## config.mk

```make
export PLATFORM = sky130hd
export DESIGN_NAME = hwloop_controller
export DESIGN_NICKNAME = d
export VERILOG_FILES = /design/src/rtl/hwloop_controller.sv
export SDC_FILE = /design/constraint.sdc
export NUM_CORES = 1
export LEC_CHECK = 0
export CAP_MARGIN = 10
export CELL_PAD_IN_SITES_DETAIL_PLACEMENT = 1
export CELL_PAD_IN_SITES_GLOBAL_PLACEMENT = 1
export CORE_UTILIZATION = 26
export DETAILED_ROUTE_END_ITERATION = 7
export GPL_TIMING_DRIVEN = 0
export PLACE_DENSITY_LB_ADDON = 0.08
export SYNTH_ARGS = -nofsm -noshare
export SYNTH_HDL_FRONTEND = slang
export SYNTH_SLANG_ARGS = --single-unit
```

## constraint.sdc

```tcl
create_clock -name clk -period 3.2 [get_ports clk]
set_clock_uncertainty 0.1 [all_clocks]
set_input_delay 0.48 -clock clk [delete_from_list [all_inputs] [get_ports clk]]
set_output_delay 0.48 -clock clk [all_outputs]
set_load 0.05 [all_outputs]
```

## src/rtl/hwloop_controller.sv

```systemverilog
`default_nettype none
// ==== hwloop_controller : PC vs loop-end compare, registered loop-back jump and ====
// ==== counter-decrement pulses for the hardware-loop register file   (rev 1.0)  ====
module hwloop_controller #(
  parameter int N_REGSET = 2,
  parameter int ADDR_W   = 32
) (
  input  logic                            clk,
  input  logic                            rst,
  input  logic [ADDR_W-1:0]               current_pc_i,
  input  logic                            pc_valid_i,
  input  logic                            flush_i,
  input  logic [N_REGSET-1:0][ADDR_W-1:0] hwlp_start_addr_i,
  input  logic [N_REGSET-1:0][ADDR_W-1:0] hwlp_end_addr_i,
  input  logic [N_REGSET-1:0][31:0]       hwlp_counter_i,
  output logic                            hwlp_jump_o,
  output logic [ADDR_W-1:0]               hwlp_targ_addr_o,
  output logic [N_REGSET-1:0]             hwlp_dec_cnt_o
);

  localparam int CNT_W = 32;

  logic [N_REGSET-1:0][CNT_W-1:0] eff_cnt;
  logic [N_REGSET-1:0]            hit;
  logic [N_REGSET-1:0]            dec_d;
  logic                           jump_d;
  logic [ADDR_W-1:0]              targ_d;
  logic                           evaluate;
  logic                           accept;

  assign accept = pc_valid_i && !flush_i;

  generate
    for (genvar i = 0; i < N_REGSET; i++) begin : g_loop
      // A decrement issued last cycle is not yet visible in the register file.
      assign eff_cnt[i] = (hwlp_dec_cnt_o[i] && (hwlp_counter_i[i] != '0))
                          ? hwlp_counter_i[i] - CNT_W'(1)
                          : hwlp_counter_i[i];
      assign hit[i] = accept && (current_pc_i == hwlp_end_addr_i[i]) && (eff_cnt[i] != '0);
    end
  endgenerate

  // Lower index has priority; an exiting loop lets the next outer loop see the same end.
  always_comb begin
    dec_d    = '0;
    jump_d   = 1'b0;
    targ_d   = hwlp_targ_addr_o;
    evaluate = 1'b1;
    for (int i = 0; i < N_REGSET; i++) begin
      if (evaluate && hit[i]) begin
        dec_d[i] = 1'b1;
        if (eff_cnt[i] > CNT_W'(1)) begin
          jump_d   = 1'b1;
          targ_d   = hwlp_start_addr_i[i];
          evaluate = 1'b0;
        end
      end
    end
  end

  always_ff @(posedge clk or posedge rst) begin
    if (rst) begin
      hwlp_jump_o      <= 1'b0;
      hwlp_targ_addr_o <= '0;
      hwlp_dec_cnt_o   <= '0;
    end else begin
      hwlp_jump_o      <= jump_d;
      hwlp_targ_addr_o <= targ_d;
      hwlp_dec_cnt_o   <= dec_d;
    end
  end

endmodule
`default_nettype wire

```

==> out/metrics.cfg, run 1 <==
[finish]
utilization_pct = 51.6
fin_area_mm2 = 0.00864
fin_cells = 1133
mostFrequentLayoutCells = clkdlybuf4s50_1 (223), nand2_1 (55), buf_4 (48)
final_nets = 1143
drive_gt1_share_pct = 20.0
num_antenna_cells = 0
final_common_cell = clkdlybuf4s50_1
synthToLayoutAreaGrowth_pct = 91.7

[critical_path]
path_max_fanout = 10
rr_endpoint = hwlp_targ_addr_o[24]
cp.arrival_ps = 3510
worst_setup_path_start_kind = primary input
path_class = in -> reg
worstSetupStartpoint = hwlp_counter_i[36]
r2r-start = hwlp_dec_cnt_o[0]
ff2ff_setup_slack_ps = -120
end_kind = flip-flop
reg2reg_depth = 13
cp.required_ps = 3250

[logic_synthesis]
ys_warn_count = 0
ys_types = 63
synth-edff-count = 0
syn-num-nets = 823
synth.avg_cell_area_um2 = 7.62
syn-instance-count = 592
syn_area_mm2 = 0.00451
yosysSeqAreaShare_pct = 19.4
synthArstFlopShare_pct = 100
yosys_most_used_dff = dfrtp_1
synth_seq_cells = 35

[floorplan]
dieWidth_um = 134
rows = 47
die_h_um = 134
core_mm2 = 0.0168
io_pins = 263
start_util_pct = 26.9
dieArea_mm2 = 0.0179

[timing]
period_minus_slack_ps = 3460
setup-tns-final_ps = -7320
fmax_mhz = 289
relSlewSlack_pct = 46.2
period_share_pct = 108
report.final.slew_viol_count = 0
rsz0062_at_grt = yes
finalHoldViolCount = 0
worst_slew_pin_slew_ps = 806
setup-violations-final = 35
fin_ws_ps = -260

[route]
drc = 0
via_count = 6219
wl_per_cell_um = 20.9
firstDrtPassIters = 4
drtAntennaViolNets = 0
finalWirelength_um = 23600
routed_via_density = 5.49
drt_iter0_drc = 257

[grt]
gr-total-overflow = 0
grt_pass1_wl_um = 35900
antenna_found_initial = 0
track_usage_pct = 25.5
grt_max_degree = 36
grt_pass1_vias = 6511

[outcome]
status = finished, violations left
violations = negative setup slack

[placement]
hpwl_um = 18200
numPortBuffers = 261
dp_cells = 1073
place_area_mm2 = 0.00743
gp_congestion = 0.877
post-place-ws_ps = -1490

[clock_network]
cts_inserted_buffers = 5
insertion_delay_ps = 280
clock_sinks = 35
clk_pin_slew_worst_paths_ps = 60
cts_hold_buffers = 0
root_buffer = clkbuf_16
cts_tree = built
clk_path_buf_depth = 2
cts_max_level = 2

[power_and_ir_drop]
cellLeakagePower_nw = 3.05
power.density_mw_per_mm2 = 170
ir_drop_uv = 150

[hold_path]
hold_path_class = in -> async

[run]
drv_cap = 0

## flip-flops by register name (all words and copies together), names as in the netlist
| name | cells |
|---|---|
| hwlp_dec_cnt_o | 2 |
| hwlp_jump_o | 1 |
| hwlp_targ_addr_o | 32 |
## layout make-up
class                      instances  area [µm²]
inverter                          43         161
clock inverter                     1        5.00
timing repair buffer             315        3090
buffer                            36         284
multi-input combinational        476        3820
clock buffer                       7         133
tap                              220         275
fill                            1920        8120
sequential                        35         876
## where the power goes
| part | leakage, nW | internal (mW) | switching, mW |
|---|---|---|---|
| Combinational | 2.49 | 0.325 | 0.233 |
| Clock | 0.0679 | 0.288 | 0.183 |
| Sequential | 0.489 | 0.443 | 0.0000000105 |
| Total | 3.05 | 1.06 | 0.416 |
## synth_stat cells (4+ instances only)
master	n	area share (%)
nand2_1	56	4.7
a21oi_1	4	0.44
clkbuf_1	26	2.2
nand4_1	16	2.2
or4_1	15	2.5
nor4_2	4	1.1
a31oi_1	37	5.1
xor2_1	46	8.9
inv_1	43	3.6
nor4_1	22	3.1
o31a_1	35	6.8
o211ai_1	33	5.5
o22ai_1	5	0.69
buf_2	8	0.89
nand4b_1	6	1.2
o31ai_1	6	1.0
or3_1	5	0.69
nor2_1	27	2.2
nand3_1	11	1.2
dfrtp_1	35	19
or2_2	4	0.55
nor3b_1	4	0.67
nor3_1	17	1.9
xnor2_1	23	4.5
a211oi_1	36	6.0
o21ai_0	12	1.3
## repair_timing
| item | in CTS | in global routing |
|---|---|---|
| pin swaps | 32 | 42 |
| gates cloned | 3 | 1 |
| gates resized for setup | 128 | 91 |
| endpoints found under the setup margin | 35 | 35 |
| buffers inserted | 34 | 16 |
## per-stage QoR
step	power [mW]	hold WS, ps
4_1_cts	1.46	601
3_3_place_gp	0.965	570
6_report	1.47	574
5_1_grt	1.55	626
2_1_floorplan	0.592	534
3_5_place_dp	0.972	592
## worst max-delay path by stage
| stage | endpoint | slack, ps |
|---|---|---|
| final | hwlp_targ_addr_o[27] | -260 |
| after CTS | hwlp_targ_addr_o[25] | -240 |
| after detailed placement | hwlp_targ_addr_o[17] | -1490 |
| after global routing | hwlp_targ_addr_o[27] | -340 |
| after global placement | hwlp_targ_addr_o[21] | -1510 |
| after floorplan | hwlp_targ_addr_o[22] | -170 |
## cell families (layout without fill, tap and decap cells)
kind of cell	Yosys count	count (layout)	synth area share [%]
AND/OR/NAND/NOR	209	209	26.7
AO/OA/AOI/OAI	193	193	31.7
buffers and inverters	81	402	7.55
XOR/XNOR	69	69	13.4
flip-flops	35	35	19.4
adder cells (fa/ha/maj)	3	3	0.832
multiplexers	2	2	0.472
## worst max-delay path, stage by stage
cell	delay, ps
clkdlybuf4s50_1	540
nor3_2	320
and3_1	300
nand4b_1	170
nor4_1	220
o2111ai_1	140
or4_4	570
buf_8	160
buf_4	170
o211ai_1	320
a31oi_4	120
## metal layers
| metal | share of wire [%] | up-vias | global-route usage [%] |
|---|---|---|---|
| met4 | 1.7 | 0 | 5.30 |
| met5 | 0 | - | 0 |
| li1 | - | 2933 | - |
| met3 | 5.6 | 23 | 4.00 |
| met2 | 50 | 205 | 46.0 |
| met1 | 42 | 3058 | 31.9 |
(Power assumes the default switching activity.)
==> run 2: changes to the inputs <==
--- a/config.mk
+++ b/config.mk
@@ -12,6 +12,7 @@
 export DETAILED_ROUTE_END_ITERATION = 7
 export GPL_TIMING_DRIVEN = 0
 export PLACE_DENSITY_LB_ADDON = 0.08
+export SLEW_MARGIN = 15
 export SYNTH_ARGS = -nofsm -noshare
 export SYNTH_HDL_FRONTEND = slang
 export SYNTH_SLANG_ARGS = --single-unit
==> run 2 against run 1 <==
The run still ends with negative setup slack left. Setup slack worse by 4.0 ps. Cell count is 0.88% lower. Utilization increased by 0.052 points. Fmax shrank 0.12%. Critical path depth increased by 2. Clock-buffer cell count fell by 1. Critical endpoint is now hwlp_targ_addr_o[25]. Largest cell class unchanged.
==> out/metrics.cfg, run 2 (synthesis results as in run 1) <==
[route]
drtAntennaViolNets = 0
finalWirelength_um = 23300
routed_via_density = 5.42
wl_met3_um = 1070
met1Wirelength_um = 10200
wl_met2_um = 11600
drc = 0
drt_iter0_drc = 207
firstDrtPassIters = 4
wl_per_cell_um = 20.7
via_count = 6084
dr.max_layer_used = met4

[floorplan]
io_pins = 263
rows = 47
die_h_um = 134
dieWidth_um = 134
start_util_pct = 26.9
core_mm2 = 0.0168
dieArea_mm2 = 0.0179

[placement]
numPortBuffers = 261
place_area_mm2 = 0.00745
post-place-ws_ps = -1450
gp_congestion = 0.877
hpwl_um = 18300

[run]
drv_cap = 0

[finish]
fin_area_mm2 = 0.00865
num_antenna_cells = 0
mostFrequentLayoutCells = clkdlybuf4s50_1 (216), nand2_1 (54), xor2_1 (46)
regMostFlops = hwlp_targ_addr_o
reg_top3 = hwlp_targ_addr_o: 32 flops, hwlp_dec_cnt_o: 2 flops, hwlp_jump_o: 1 flops
final_common_cell = clkdlybuf4s50_1
largest_reg_flops = 32
drive_gt1_share_pct = 20.0
synthToLayoutAreaGrowth_pct = 91.9
final_nets = 1133

[clock_network]
cts_max_level = 2
cts_tree = built
clk_pin_slew_worst_paths_ps = 60
clk_path_buf_depth = 2
cts_inserted_buffers = 5
clock_sinks = 35
insertion_delay_ps = 280
root_buffer = clkbuf_16

[timing]
report.final.slew_viol_count = 0
setup-violations-final = 34
fin_ws_ps = -264
period_minus_slack_ps = 3460
hold_ws_ps = 276
worst_slew_pin_slew_ps = 586
setup-tns-final_ps = -7190
finalHoldViolCount = 0
relSlewSlack_pct = 60.8
period_share_pct = 108
rsz0062_at_grt = yes
fmax_mhz = 289

[critical_path]
path_max_fanout = 5
worst_setup_path_start_kind = primary input
crit_slowest_cell = or4_4
cp_slowest_stage_delay_ps = 530
end_kind = flip-flop
cp_cell_sequence = buf_6, or4_4, or3_1, or4_4, or4_4, o211ai_1, nor4_4, buf_4, a21o_1, buf_6, buf_12, buf_8, a31oi_2
cp.arrival_ps = 3560
cp.required_ps = 3300
path_common_cell = or4_4
path_class = in -> reg

[outcome]
status = finished, violations left
violations = negative setup slack

[power_and_ir_drop]
total_power_mw = 1.59
ir_drop_uv = 178
power.density_mw_per_mm2 = 183
cellLeakagePower_nw = 3.08

[hold_path]
hold_path_class = in -> async

[grt]
grt_max_degree = 34
grt_pass1_vias = 6660
track_usage_pct = 25.7
grt_pass1_wl_um = 36400
gr-total-overflow = 0
antenna_found_initial = 0

==> run 2: path summary, 6_finish.rpt <==
check	start	to	slack, ps	depth (start not counted)
hold reg to reg	hwlp_targ_addr_o[1]	hwlp_targ_addr_o[1]	590	3
setup reg to reg	hwlp_dec_cnt_o[0]	hwlp_targ_addr_o[14]	-130	14
min in group clk	hwlp_targ_addr_o[1]	hwlp_targ_addr_o[1]	590	3
hold / removal	rst	hwlp_targ_addr_o[24]	280	2
setup / recovery	hwlp_counter_i[24]	hwlp_targ_addr_o[25]	-260	13
max in group asynchronous	rst	hwlp_targ_addr_o[11]	2340	3
==> run 2: report_power, final <==
group	switching, mW	internal, mW	leakage, nW
Clock	0.196	0.388	0.0868
Sequential	0.0000000107	0.443	0.489
Combinational	0.234	0.327	2.50
Total	0.430	1.16	3.08
==> run 2: layout make-up <==
type                            instances  area (µm²)
Sequential cell                        35         876
Clock inverter                          2        35.0
Fill cell                            1938        8110
Multi-Input combinational cell        476        3890
Buffer                                 35         240
Inverter                               43         161
Clock buffer                            6         139
Tap cell                              220         275
Timing Repair Buffer                  306        3030
==> run 2: metal layers <==
metal	vias to the layer above	GRT usage, %
li1	2905	-
met1	2966	32.3
met2	184	45.7
met3	29	3.84
met4	0	6.44
met5	-	0
==> run 2: timing repair <==
item,in CTS,in global routing
gates resized for setup,127,109
hold buffers,0,0
endpoints found under the hold margin,0,0
pin swaps,34,40
setup endpoints to repair,35,35
buffers inserted,29,13
cloned,3,0
==> run 2: worst max-delay path: cells and delay by family <==
kind,cells,cell delay [ps]
AO/OA/AOI/OAI,3,510
buffers and inverters,5,650
AND/OR/NAND/NOR,5,1910
==> run 2: metrics by stage <==
step	utilization (%)	std cells
final	51.6	1123
after floorplan	-	592
after global placement	44.3	1073
after global routing	51.6	1123
after CTS	49.0	1111
after detailed placement	44.4	1074
==> run 3: changes to the inputs <==
--- a/config.mk
+++ b/config.mk
@@ -16,3 +16,4 @@
 export SYNTH_ARGS = -nofsm -noshare
 export SYNTH_HDL_FRONTEND = slang
 export SYNTH_SLANG_ARGS = --single-unit
+export TNS_END_PERCENT = 20
==> run 3 against run 2 <==
Clock-buffer cell count stayed put. Critical endpoint is now hwlp_targ_addr_o[20]. Critical path depth is 2 higher. The flow still finishes with violations (negative setup slack). First-iteration DRC count is 47% higher. Register-to-register slack better by 20 ps. Design area is 0.43% higher. Via count is 1.6% higher. Non-clock buffer count is 4 higher. Fmax is 1.2% higher.
==> out/metrics.cfg, run 3 (synthesis results as in run 1) <==
[grt]
gr-total-overflow = 0
grt_max_degree = 34
track_usage_pct = 25.7
grt_pass1_vias = 6660
grt_pass1_wl_um = 36300
antenna_found_initial = 0

[critical_path]
end_kind = flip-flop
crit_slowest_cell = or4_4
cp_slowest_stage_delay_ps = 440
path_max_fanout = 6
cp.required_ps = 3250
cp.arrival_ps = 3470
worst_setup_path_start_kind = primary input
path_class = in -> reg
cp_cell_sequence = clkdlybuf4s15_1, or4_4, or4_4, buf_4, nor4_4, buf_4, buf_4, buf_4, o31ai_2, nor4_4, a21o_1, buf_6, buf_12, buf_12, a31oi_4
path_common_cell = buf_4
ff2ff_setup_slack_ps = -110

[finish]
synthToLayoutAreaGrowth_pct = 92.7
fillers = 1954
largest_reg_flops = 32
num_antenna_cells = 0
final_common_cell = clkdlybuf4s50_1
regMostFlops = hwlp_targ_addr_o
reg_top3 = hwlp_targ_addr_o: 32 flops, hwlp_dec_cnt_o: 2 flops, hwlp_jump_o: 1 flops
drive_gt1_share_pct = 19.5
mostFrequentLayoutCells = clkdlybuf4s50_1 (216), nand2_1 (54), xor2_1 (46)
final_nets = 1137
fin_cells = 1127

[route]
drt_iter0_drc = 305
finalWirelength_um = 23600
via_count = 6182
drc = 0
firstDrtPassIters = 4
routed_via_density = 5.49
drtAntennaViolNets = 0
wl_per_cell_um = 21.0

[power_and_ir_drop]
pwr-share-seq_pct = 27.5
power.clock.fraction_pct = 37.2
p_comb_share_pct = 35.3
total_power_mw = 1.61
switching_share_pct = 27.7
ir_drop_uv = 184
cellLeakagePower_nw = 3.15
p_sw_mw = 0.444
power.density_mw_per_mm2 = 185
p_int_mw = 1.16

[timing]
rsz0062_at_grt = yes
setup-violations-final = 35
hold_ws_ps = 275
report.final.slew_viol_count = 0
finalHoldViolCount = 0
relSlewSlack_pct = 57.8
worst_slew_pin_slew_ps = 633
setup-tns-final_ps = -5060
period_minus_slack_ps = 3420
fmax_mhz = 292
fin_ws_ps = -224
period_share_pct = 107

[placement]
numPortBuffers = 261
gp_congestion = 0.879
hpwl_um = 18300
post-place-ws_ps = -1500
dp_cells = 1074

[floorplan]
rows = 47
dieWidth_um = 134
start_util_pct = 26.9
die_h_um = 134
core_mm2 = 0.0168
io_pins = 263
dieArea_mm2 = 0.0179

[clock_network]
cts_tree = built
cts_inserted_buffers = 5
clk_pin_slew_worst_paths_ps = 60
cts_max_level = 2
root_buffer = clkbuf_16
clock_sinks = 35
clk_path_buf_depth = 2
insertion_delay_ps = 280

[outcome]
status = finished, violations left
violations = negative setup slack

[hold_path]
hold_path_class = in -> async

[run]
drv_cap = 0

==> run 3: cell count changes in the layout (fill, tap and decap cells not counted), moves of 5 or more <==
cell and delta:
a211oi_1 -7, a211oi_2 +7, dlymetal6s2s_1 +7, a31oi_1 +6
a31oi_2 -5, dlygate4sd2_1 -5
==> run 3: worst max-delay path: cells and delay by family <==
kind	cells	cell delay [ps]
compound gates	3	340
buf+inv	8	1130
simple gates	4	1490
==> run 3: per-layer routing <==
layer	global-route usage, %	vias up	wire (µm)
met3	2.70	22	1140
li1	-	2915	-
met2	47.3	209	12200
met4	4.67	0	285
met5	0	-	0
met1	32.3	3036	10000
==> run 3: repair_timing <==
item / 4_1_cts / 5_1_grt
setup endpoints to repair: 35 / 35
pin swaps: 34 / 35
buffers inserted: 31 / 15
hold buffers: 0 / 0
cloned: 2 / 0
gates resized for setup: 116 / 120
==> run 3: cell type report <==
type	count	area [µm²]	share of cell area [%]
well taps	220	275	3.17
flip-flops and latches	35	876	10.1
multi-input cells	476	3860	44.4
plain buffers	36	268	3.08
clock inverters	2	38.8	0.446
repair buffers	309	3070	35.4
inverters	43	161	1.86
clock buffers	6	139	1.60
==> run 3: per-stage QoR <==
stage / utilization (%) / area (µm²)
floorplan: - / 4530
global placement: 44.3 / 7420
detailed placement: 44.4 / 7440
CTS: 49.0 / 8220
global route: 51.9 / 8690
finish: 51.9 / 8690
==> run 3: power groups by stage <==
stage | Clock, mW | Combinational, mW | Sequential, mW
final | 0.597 | 0.567 | 0.442
after detailed placement | 0 | 0.526 | 0.451
after global routing | 0.626 | 0.603 | 0.442
after global placement | 0 | 0.512 | 0.451
after floorplan | 0 | 0.141 | 0.451
after CTS | 0.604 | 0.543 | 0.442
==> run 3: path summary, 6_finish.rpt <==
kind | startpoint | endpoint | cells after the start
min reg2reg | hwlp_targ_addr_o[0] | hwlp_targ_addr_o[0] | 3
min in group clk | hwlp_targ_addr_o[0] | hwlp_targ_addr_o[0] | 3
min | rst | hwlp_targ_addr_o[24] | 2
max reg2reg | hwlp_dec_cnt_o[1] | hwlp_targ_addr_o[2] | 9
max | hwlp_counter_i[23] | hwlp_targ_addr_o[20] | 15
max in group asynchronous | rst | hwlp_targ_addr_o[13] | 3
